<file path="src/rtl/ifm_rd_skew_ctrl.sv">
// Read-side controller for the ping-pong IFM FIFO array: clears the selected
// bank's read pointers, then issues a diagonally skewed read wavefront.
module ifm_rd_skew_ctrl #(
    parameter int NUM_FIFO          = 16,
    parameter int MAX_WGT_FIFO_SIZE = 4608,
    parameter int CNT_WIDTH         = 13
) (
    input  logic                 clk,
    input  logic                 rst,
    input  logic                 start,
    input  logic [CNT_WIDTH-1:0] rd_len,
    input  logic [4:0]           num_lanes,
    input  logic                 buf_sel,
    output logic [NUM_FIFO-1:0]  rd_en_1,
    output logic [NUM_FIFO-1:0]  rd_en_2,
    output logic                 rd_clr_1,
    output logic                 rd_clr_2,
    output logic                 ifm_mux,
    output logic                 busy,
    output logic                 done
);

    localparam logic [2:0] ST_IDLE  = 3'd0;
    localparam logic [2:0] ST_CLR   = 3'd1;
    localparam logic [2:0] ST_READ  = 3'd2;
    localparam logic [2:0] ST_DRAIN = 3'd3;
    localparam logic [2:0] ST_DONE  = 3'd4;

    localparam logic [CNT_WIDTH-1:0] MAX_LEN = CNT_WIDTH'(MAX_WGT_FIFO_SIZE);
    localparam logic [4:0]           FULL_N  = 5'(NUM_FIFO);

    logic [2:0]           state;
    logic [CNT_WIDTH-1:0] len_q;
    logic [4:0]           lanes_q;
    logic                 sel_q;
    logic [CNT_WIDTH-1:0] cnt;
    logic [NUM_FIFO-2:0]  skew_q;

    logic                 lane0;
    logic                 wave_on;
    logic [CNT_WIDTH-1:0] drain_last;
    logic [NUM_FIFO-1:0]  lane_mask;
    logic [NUM_FIFO-1:0]  en_vec;

    assign lane0      = (state == ST_READ);
    assign wave_on    = (state == ST_READ) || (state == ST_DRAIN);
    // DRAIN lasts N-1 cycles: the time for lane N-1 to catch up with lane 0.
    assign drain_last = {{(CNT_WIDTH-5){1'b0}}, lanes_q} - CNT_WIDTH'(2);

    always_ff @(posedge clk) begin
        if (rst) begin
            state   <= ST_IDLE;
            len_q   <= '0;
            lanes_q <= '0;
            sel_q   <= 1'b0;
            cnt     <= '0;
            skew_q  <= '0;
        end else begin
            skew_q <= (state == ST_CLR) ? '0 : {skew_q[NUM_FIFO-3:0], lane0};
            case (state)
                ST_IDLE: begin
                    if (start) begin
                        len_q   <= (rd_len > MAX_LEN) ? MAX_LEN : rd_len;
                        lanes_q <= (num_lanes == 5'd0 || num_lanes > FULL_N) ? FULL_N : num_lanes;
                        sel_q   <= buf_sel;
                        state   <= ST_CLR;
                    end
                end
                ST_CLR: begin
                    cnt   <= '0;
                    state <= (len_q != '0) ? ST_READ : ST_DONE;
                end
                ST_READ: begin
                    if (cnt == len_q - CNT_WIDTH'(1)) begin
                        cnt   <= '0;
                        state <= (lanes_q == 5'd1) ? ST_DONE : ST_DRAIN;
                    end else begin
                        cnt <= cnt + CNT_WIDTH'(1);
                    end
                end
                ST_DRAIN: begin
                    if (cnt == drain_last) begin
                        state <= ST_DONE;
                    end else begin
                        cnt <= cnt + CNT_WIDTH'(1);
                    end
                end
                ST_DONE: state <= ST_IDLE;
                default: state <= ST_IDLE;
            endcase
        end
    end

    always_comb begin
        lane_mask = '0;
        for (int i = 0; i < NUM_FIFO; i++) begin
            lane_mask[i] = (5'(i) < lanes_q);
        end
    end

    // Stale shift-register bits from a previous pass never leak outside READ/DRAIN.
    assign en_vec   = {skew_q, lane0} & lane_mask & {NUM_FIFO{wave_on}};
    assign rd_en_1  = sel_q ? '0 : en_vec;
    assign rd_en_2  = sel_q ? en_vec : '0;
    assign rd_clr_1 = (state == ST_CLR) && !sel_q;
    assign rd_clr_2 = (state == ST_CLR) && sel_q;
    assign ifm_mux  = sel_q;
    assign busy     = (state == ST_CLR) || wave_on;
    assign done     = (state == ST_DONE);

endmodule

</file>
<file path="config.mk">
export PLATFORM = sky130hd
export DESIGN_NAME = ifm_rd_skew_ctrl
export DESIGN_NICKNAME = d
export VERILOG_FILES = /design/src/rtl/ifm_rd_skew_ctrl.sv
export SDC_FILE = /design/constraint.sdc
export NUM_CORES = 1
export LEC_CHECK = 0
export CAP_MARGIN = 20
export CORE_UTILIZATION = 53
export CTS_BUF_LIST = sky130_fd_sc_hd__clkbuf_8 sky130_fd_sc_hd__clkbuf_16
export DETAILED_ROUTE_END_ITERATION = 8
export GPL_ROUTABILITY_DRIVEN = 0
export HOLD_SLACK_MARGIN = 0.15
export PLACE_DENSITY = 0.81
export SYNTH_ARGS = -nofsm -noshare
export SYNTH_HDL_FRONTEND = slang
export SYNTH_SLANG_ARGS = --single-unit
export TNS_END_PERCENT = 50
</file>
<file path="constraint.sdc">
create_clock -name clk -period 5.7 [get_ports clk]
set_input_delay 0.855 -clock clk [delete_from_list [all_inputs] [get_ports clk]]
set_output_delay 0.855 -clock clk [all_outputs]
set_load 0.01 [all_outputs]
</file>
# Word-level counts from Yosys, hierarchy flattened
# Index checks and enable logic that the tools add are counted.
op_classes:
  n_mux: 13
  n_bitwise: 2
  n_addsub: 3
  eq_ne: 11
  reduce_logical: 14
  n_lt_le_gt_ge: 18
  n_shift: 0
  div_mod_pow: 0
  multipliers: 0
ops:
  columns: ["op", "count"]
  rows:
  - ["$lt A4 B5 Y1 const A", 8]
  - ["$mux W13", 3]
  - ["$pmux W13 S3", 1]
  - ["$and A16 B16 Y16", 2]
  - ["$mux W16", 2]
  - ["$eq A13 B13 Y1", 2]
  - ["$lt A3 B5 Y1 const A", 4]
  - ["$mux W3", 5]
  - ["$add A13 B1 Y13 const B", 1]
  - ["$gt A13 B13 Y1 const B", 1]
  - ["$reduce_bool A13 Y1", 1]
  - ["$sub A13 B1 Y13 const B", 1]
  - ["$pmux W3 S4", 1]
  - ["$lt A1 B5 Y1 const A", 2]
  - ["$lt A2 B5 Y1 const A", 2]
  - ["$eq A3 B2 Y1 const B", 2]
  - ["$sub A5 B2 Y6 const B", 1]
  - ["$eq A5 B1 Y1 const B", 1]
  - ["$gt A5 B5 Y1 const B", 1]
  - ["$logic_not A5 Y1", 1]
  - ["$mux W5", 1]
  - ["$ne A2 B1 Y1 const B", 2]
  - ["$ne A2 B2 Y1 const B", 2]
  - ["$reduce_and A2 Y1", 2]
  - ["other kinds (9)", 12]
totals:
  elab_cells: 67
  latch_bits: 0
  ramBits: 0
  memories: 0
  ff_bits: 50
  romBits: 0
  out_inout_bits: 37
  input_bits: 22

# Logic depth before layout (Yosys ltp)
logic_depth:
  word_depth: 4
  ltp_mapped: 11
  mapped_depth_nobuf: 9

# Worst setup path before layout
# OpenSTA, ideal clock, no wires.
synth_timing:
  kind: "reg-to-output"
  startpoint: "register state[1]"
  endpoint: "output rd_en_2[10]"
  stages_incl_launch_ff: 6
  path_buffers: 2
  arrival_ps: 1575
  required_time_ps: 4845
  slack_ps: 3270
  path_cell_list: "dfxtp_1 > clkbuf_1 > nor2b_1 > nand2_1 > clkbuf_1 > nor2_1"
synth_between:
  elab_chain_cells: 4
  elab_cells_between_ends: 5
  classes_between: "eq/ne (2); mux (1); bitwise (1); reduce/logical (1)"
synth_rtl:
  columns: ["item", "line", "text"]
  rows:
  - ["start: declaration", "32", "logic [2:0] state;"]
  - ["start signal: assignment", "71", "state <= (len_q != '0) ? ST_READ : ST_DONE;"]
  - ["start signal: assignment", "76", "state <= (lanes_q == 5'd1) ? ST_DONE : ST_DRAIN;"]
  - ["$eq A3 B2 Y1", "46", "assign wave_on = (state == ST_READ) || (state == ST_DRAIN);"]
  - ["$logic_or A1 B1 Y1 *", "46", null]
  - ["$and A16 B16 Y16 *", "102", "assign en_vec = {skew_q, lane0} & lane_mask & {NUM_FIFO{wave_on}};"]
  - ["$mux W16 *", "104", "assign rd_en_2 = sel_q ? en_vec : '0;"]
  - ["end: declaration", "15", "output logic [NUM_FIFO-1:0] rd_en_2,"]
# Every way passes the cells marked *; elsewhere a longest branch is shown, timed or not.

# Final worst setup path
layout_timing:
  startpoint: "register state[1]"
  endpoint: "output rd_en_2[13]"
# Same word-level chain as after synthesis.

==> flow_results.org <==
** Route
- After detailed routing, the number of vias per cell comes to around 5.7.
- Number of routed nets with antenna violations :: 0
- In the final routed layout, each cell accounts on average for ~15 um.
- For this run, design rule violations remaining after detail routing come to 0.
- The final route contains approximately 2.9k vias.
- DRC violation total after the first TritonRoute iteration :: between 200 and 250
- After detailed routing, the total wire length is about 7800 um.
- Drt first pass iters :: 5

** CTS
- Clock latency reported for the late side of the worst-skew pair :: 310 ps
- After clock tree synthesis, the clock-pin slew on the worst setup and hold paths is approximately 100 ps.
- The clock passes through at most 2 buffers.
- CTS HTree Levels :: 2
- In this run, CTS created clock tree buffers numbering 5.
- In this run the clock root is driven by a sky130_fd_sc_hd__clkbuf_8.
- Setup Fix Bufs, Post-CTS :: 0
- TritonCTS built the clock tree.
- Hold repair after CTS inserted 0 buffers.
- Gates resized during post-CTS repair numbered 0.
- Clock tree synthesis found a total of 50 sinks.

** Job
- Max-cap check violation count :: 0

** Floorplan
- Core Footprint :: about 5600 sq um
- between 50 and 60 I/O pins were placed.
- Number of core rows :: 27
- From bottom edge to top edge, the die measures slightly below 80 um.
- X dimension of the die :: 79.6 um
- Area enclosed by the die boundary :: approximately 6300 sq um
- Starting utilization of the core area :: 56.5%

** Run status
- Run status :: finished, final reports clean

** Final layout
- Share of layout cells above drive strength 1 :: 7.71%
- Number of antenna cells inserted :: 0
- Area growth from synthesis to layout :: 21.7%
- For this run, the post-layout net count is 470.
- Share of the core filled with cells :: ~70%

** GRT
- The initial antenna violation count is 0.
- Global-route wire length before repair :: around 13000 um
- Global routing used between 20% and 30% of the available tracks.
- Vias in the first global route :: approximately 2.8k
- Entering global routing, the biggest net connects 40 pins.
- Remaining global-route overflow :: 0

** Yosys
- Arithmetic-cell share of the synthesized area counting full adders, half adders and majority gates :: under 10%
- Simple-gate portion of the synthesized area :: about a third
- After synthesis, the largest area contributor takes up about a third of total cell area.
- Largest area contributor in the netlist :: sky130_fd_sc_hd__dfxtp_1
- The synthesized design contains 0 enable-type register cells.
- Summing the sequential cell areas from Yosys gives roughly a third of the chip area.
- When the netlist entered floorplanning its net count stood at around 430.
- Avg Synthesized Cell Area :: between 8 and 9 sq um
- The cell area that synthesis handed to floorplanning was 3190 sq um.
- Summing the areas of all compound-gate instances in the mapped netlist gives roughly 17% of the synthesized area.
- In the post-synthesis netlist, the biggest area contributors are sky130_fd_sc_hd__dfxtp_1, sky130_fd_sc_hd__nor2_1, sky130_fd_sc_hd__xnor2_1.
- Dominant synthesized flop cell :: sky130_fd_sc_hd__dfxtp_1
- Synthesis handed over a netlist of 397 instances.
- Flip-flop and latch count after synthesis :: 50
- By area, the combinational part of the netlist is dominated by simple AND/OR/NAND/NOR gates.
- Multiplexer share of the synthesized area :: under 10%
- Fraction of registers with async set or reset after synthesis :: 0%
- Xor/xnor cell area share of the yosys netlist :: 8.20%
- Number of distinct standard cells referenced by the synthesized netlist :: 64
- Count of yosys warnings during synthesis :: 0

** Pwr
- Leak :: roughly 1.3 nW
- Sum of internal, switching and leakage power :: 0.911 mW
- The worst-case IR drop observed on VDD is about 0.13 mV.
- Ratio of total power to cell area :: ~230 nW/um^2

** Placement
- In this run the tool buffered the top-level ports with 58 buffer cells.
- Detailed placement finished with a half-perimeter wire length of about 5700 um.
- Timing analysis after detailed placement gives a worst setup slack of roughly 2700 ps.

** Worst setup path
- Chain of cells forming the critical path :: nor2b_1, nand2_1, nor2_1, clkdlybuf4s50_1
- Cell class contributing the biggest share of worst-path delay :: simple AND/OR/NAND/NOR gates
- Critical path's slowest cell :: sky130_fd_sc_hd__clkdlybuf4s50_1
- Slowest cell delay on critical path :: roughly 560 ps
- The worst setup path is of the register to output pin kind.
- In this run the worst path has a maximum fanout of 15.
- The number of buffers and inverters on the critical path is 1.
- Endpoint required time on the critical path :: roughly 4900 ps
- STA classifies the critical path endpoint as an output pin.
- Worst setup SP type :: register
- Arrival time reported for the critical path endpoint :: between 2000 and 3000 ps

** STA
- The worst path needs between 3000 and 4000 ps of the cycle, external delays included.
- In the final timing run, aggregate negative setup slack is 0 ps.
- Setup repair after global routing left no endpoint under its margin.
- Across the routed clock network, the largest skew measured is 9.98 ps.
- The count of final max-slew check failures was 0.
- Measured against its own limit, the worst slew margin works out to 53.0%.
- For the pin with the worst max-slew slack, the measured transition is between 700 and 800 ps.
- Ratio of final minimum period to clock period :: between 50% and 60%
- Setup violations remaining at the end of the flow were counted as 0.
- After layout, the worst setup slack is 2340 ps.
- Hold Violations, Final :: 0
- Based on the critical path, the design can be clocked at up to just under 300 MHz.

** Hold path
- The worst hold path belongs to the class register to register.
==> metrics by stage <==
| step | std cells | hold slack [ps] | area [sq um] |
|---|---|---|---|
| 2_1_floorplan | 397 | 421 | 3190 |
| 3_3_place_gp | 505 | 429 | 3760 |
| 3_5_place_dp | 505 | 439 | 3760 |
| 4_1_cts | 513 | 461 | 3880 |
| 5_1_grt | 513 | 475 | 3880 |
| 6_report | 513 | 465 | 3880 |
==> layer usage <==
layer | track usage, % | wire, um
met5 | 0 | 0
met4 | 7.45 | 105
met3 | 4.34 | 349
met2 | 45.9 | 3820
met1 | 33.5 | 3540
==> cell usage after synthesis (3+ instances only) <==
cell type                   n
sky130_fd_sc_hd__nor2_1    74
sky130_fd_sc_hd__dfxtp_1   50
sky130_fd_sc_hd__xnor2_1   21
sky130_fd_sc_hd__nand2_1   20
sky130_fd_sc_hd__inv_1     19
sky130_fd_sc_hd__and2_1    18
sky130_fd_sc_hd__clkbuf_1  18
sky130_fd_sc_hd__a21oi_1   16
sky130_fd_sc_hd__nor3_1    15
sky130_fd_sc_hd__nand3_1   11
sky130_fd_sc_hd__a22oi_1    9
sky130_fd_sc_hd__o21ai_0    9
sky130_fd_sc_hd__ha_1       8
sky130_fd_sc_hd__nor2b_1    8
sky130_fd_sc_hd__nor3b_1    8
sky130_fd_sc_hd__xor2_1     7
sky130_fd_sc_hd__a31oi_1    5
sky130_fd_sc_hd__nor4_1     5
sky130_fd_sc_hd__mux2i_1    4
sky130_fd_sc_hd__nor3_2     4
sky130_fd_sc_hd__o21ai_1    4
sky130_fd_sc_hd__a41oi_1    3
sky130_fd_sc_hd__nor4_2     3
sky130_fd_sc_hd__nor4_4     3
==> layout make-up <==
type / count / area (sq um)
Sequential cell: 50 / 1000
Timing Repair Buffer: 60 / 596
Inverter: 19 / 71.3
Tap cell: 72 / 90.1
Multi-Input combinational cell: 304 / 2000
Clock inverter: 2 / 38.8
Fill cell: 473 / 1760
Clock buffer: 6 / 82.6
==> worst paths after layout <==
check / from / endpoint / slack (ps) / cells past startpoint
setup / recovery: state[1]$_SDFFE_PP0P_ / rd_en_2[13] / 2340 / 4
hold / removal: skew_q[5]$_SDFF_PP0_ / skew_q[6]$_SDFF_PP0_ / 460 / 1
hold reg to reg: skew_q[5]$_SDFF_PP0_ / skew_q[6]$_SDFF_PP0_ / 460 / 1
setup reg to reg: lanes_q[2]$_SDFFE_PP0P_ / cnt[7]$_SDFFE_PP0P_ / 2670 / 9
==> logic make-up after synthesis <==
group	Yosys count
simple gates	190
compound gates	73
flops	50
buf+inv	43
xor+xnor	29
fa+ha+maj	8
mux	4
==> cell usage in the layout, fill, tap and decap left out, types with 5 or more instances in the layout <==
master	instances
sky130_fd_sc_hd__clkdlybuf4s50_1	58
sky130_fd_sc_hd__nor3_1	15
sky130_fd_sc_hd__and2_1	18
sky130_fd_sc_hd__ha_1	8
sky130_fd_sc_hd__nor3b_1	8
sky130_fd_sc_hd__nor2b_1	8
sky130_fd_sc_hd__nand3_1	11
sky130_fd_sc_hd__clkbuf_8	6
sky130_fd_sc_hd__nand2_1	20
sky130_fd_sc_hd__o21ai_0	9
sky130_fd_sc_hd__dfxtp_1	50
sky130_fd_sc_hd__a22oi_1	9
sky130_fd_sc_hd__xnor2_1	21
sky130_fd_sc_hd__xor2_1	7
sky130_fd_sc_hd__a31oi_1	5
sky130_fd_sc_hd__inv_1	19
sky130_fd_sc_hd__nor4_1	5
sky130_fd_sc_hd__nor2_1	74
sky130_fd_sc_hd__a21oi_1	16
==> flip-flops by register name, indices dropped and copies added (netlist names) <==
register and cells:
ifm_mux 1, state 3, len_q 13, cnt 13
skew_q 15, lanes_q 5
==> power breakdown <==
group,total (mW),internal [mW],switching [mW]
registers,0.395,0.364,0.0315
clock network,0.268,0.144,0.124
logic,0.247,0.105,0.142
Note: power is estimated with default switching activity, not from simulation.
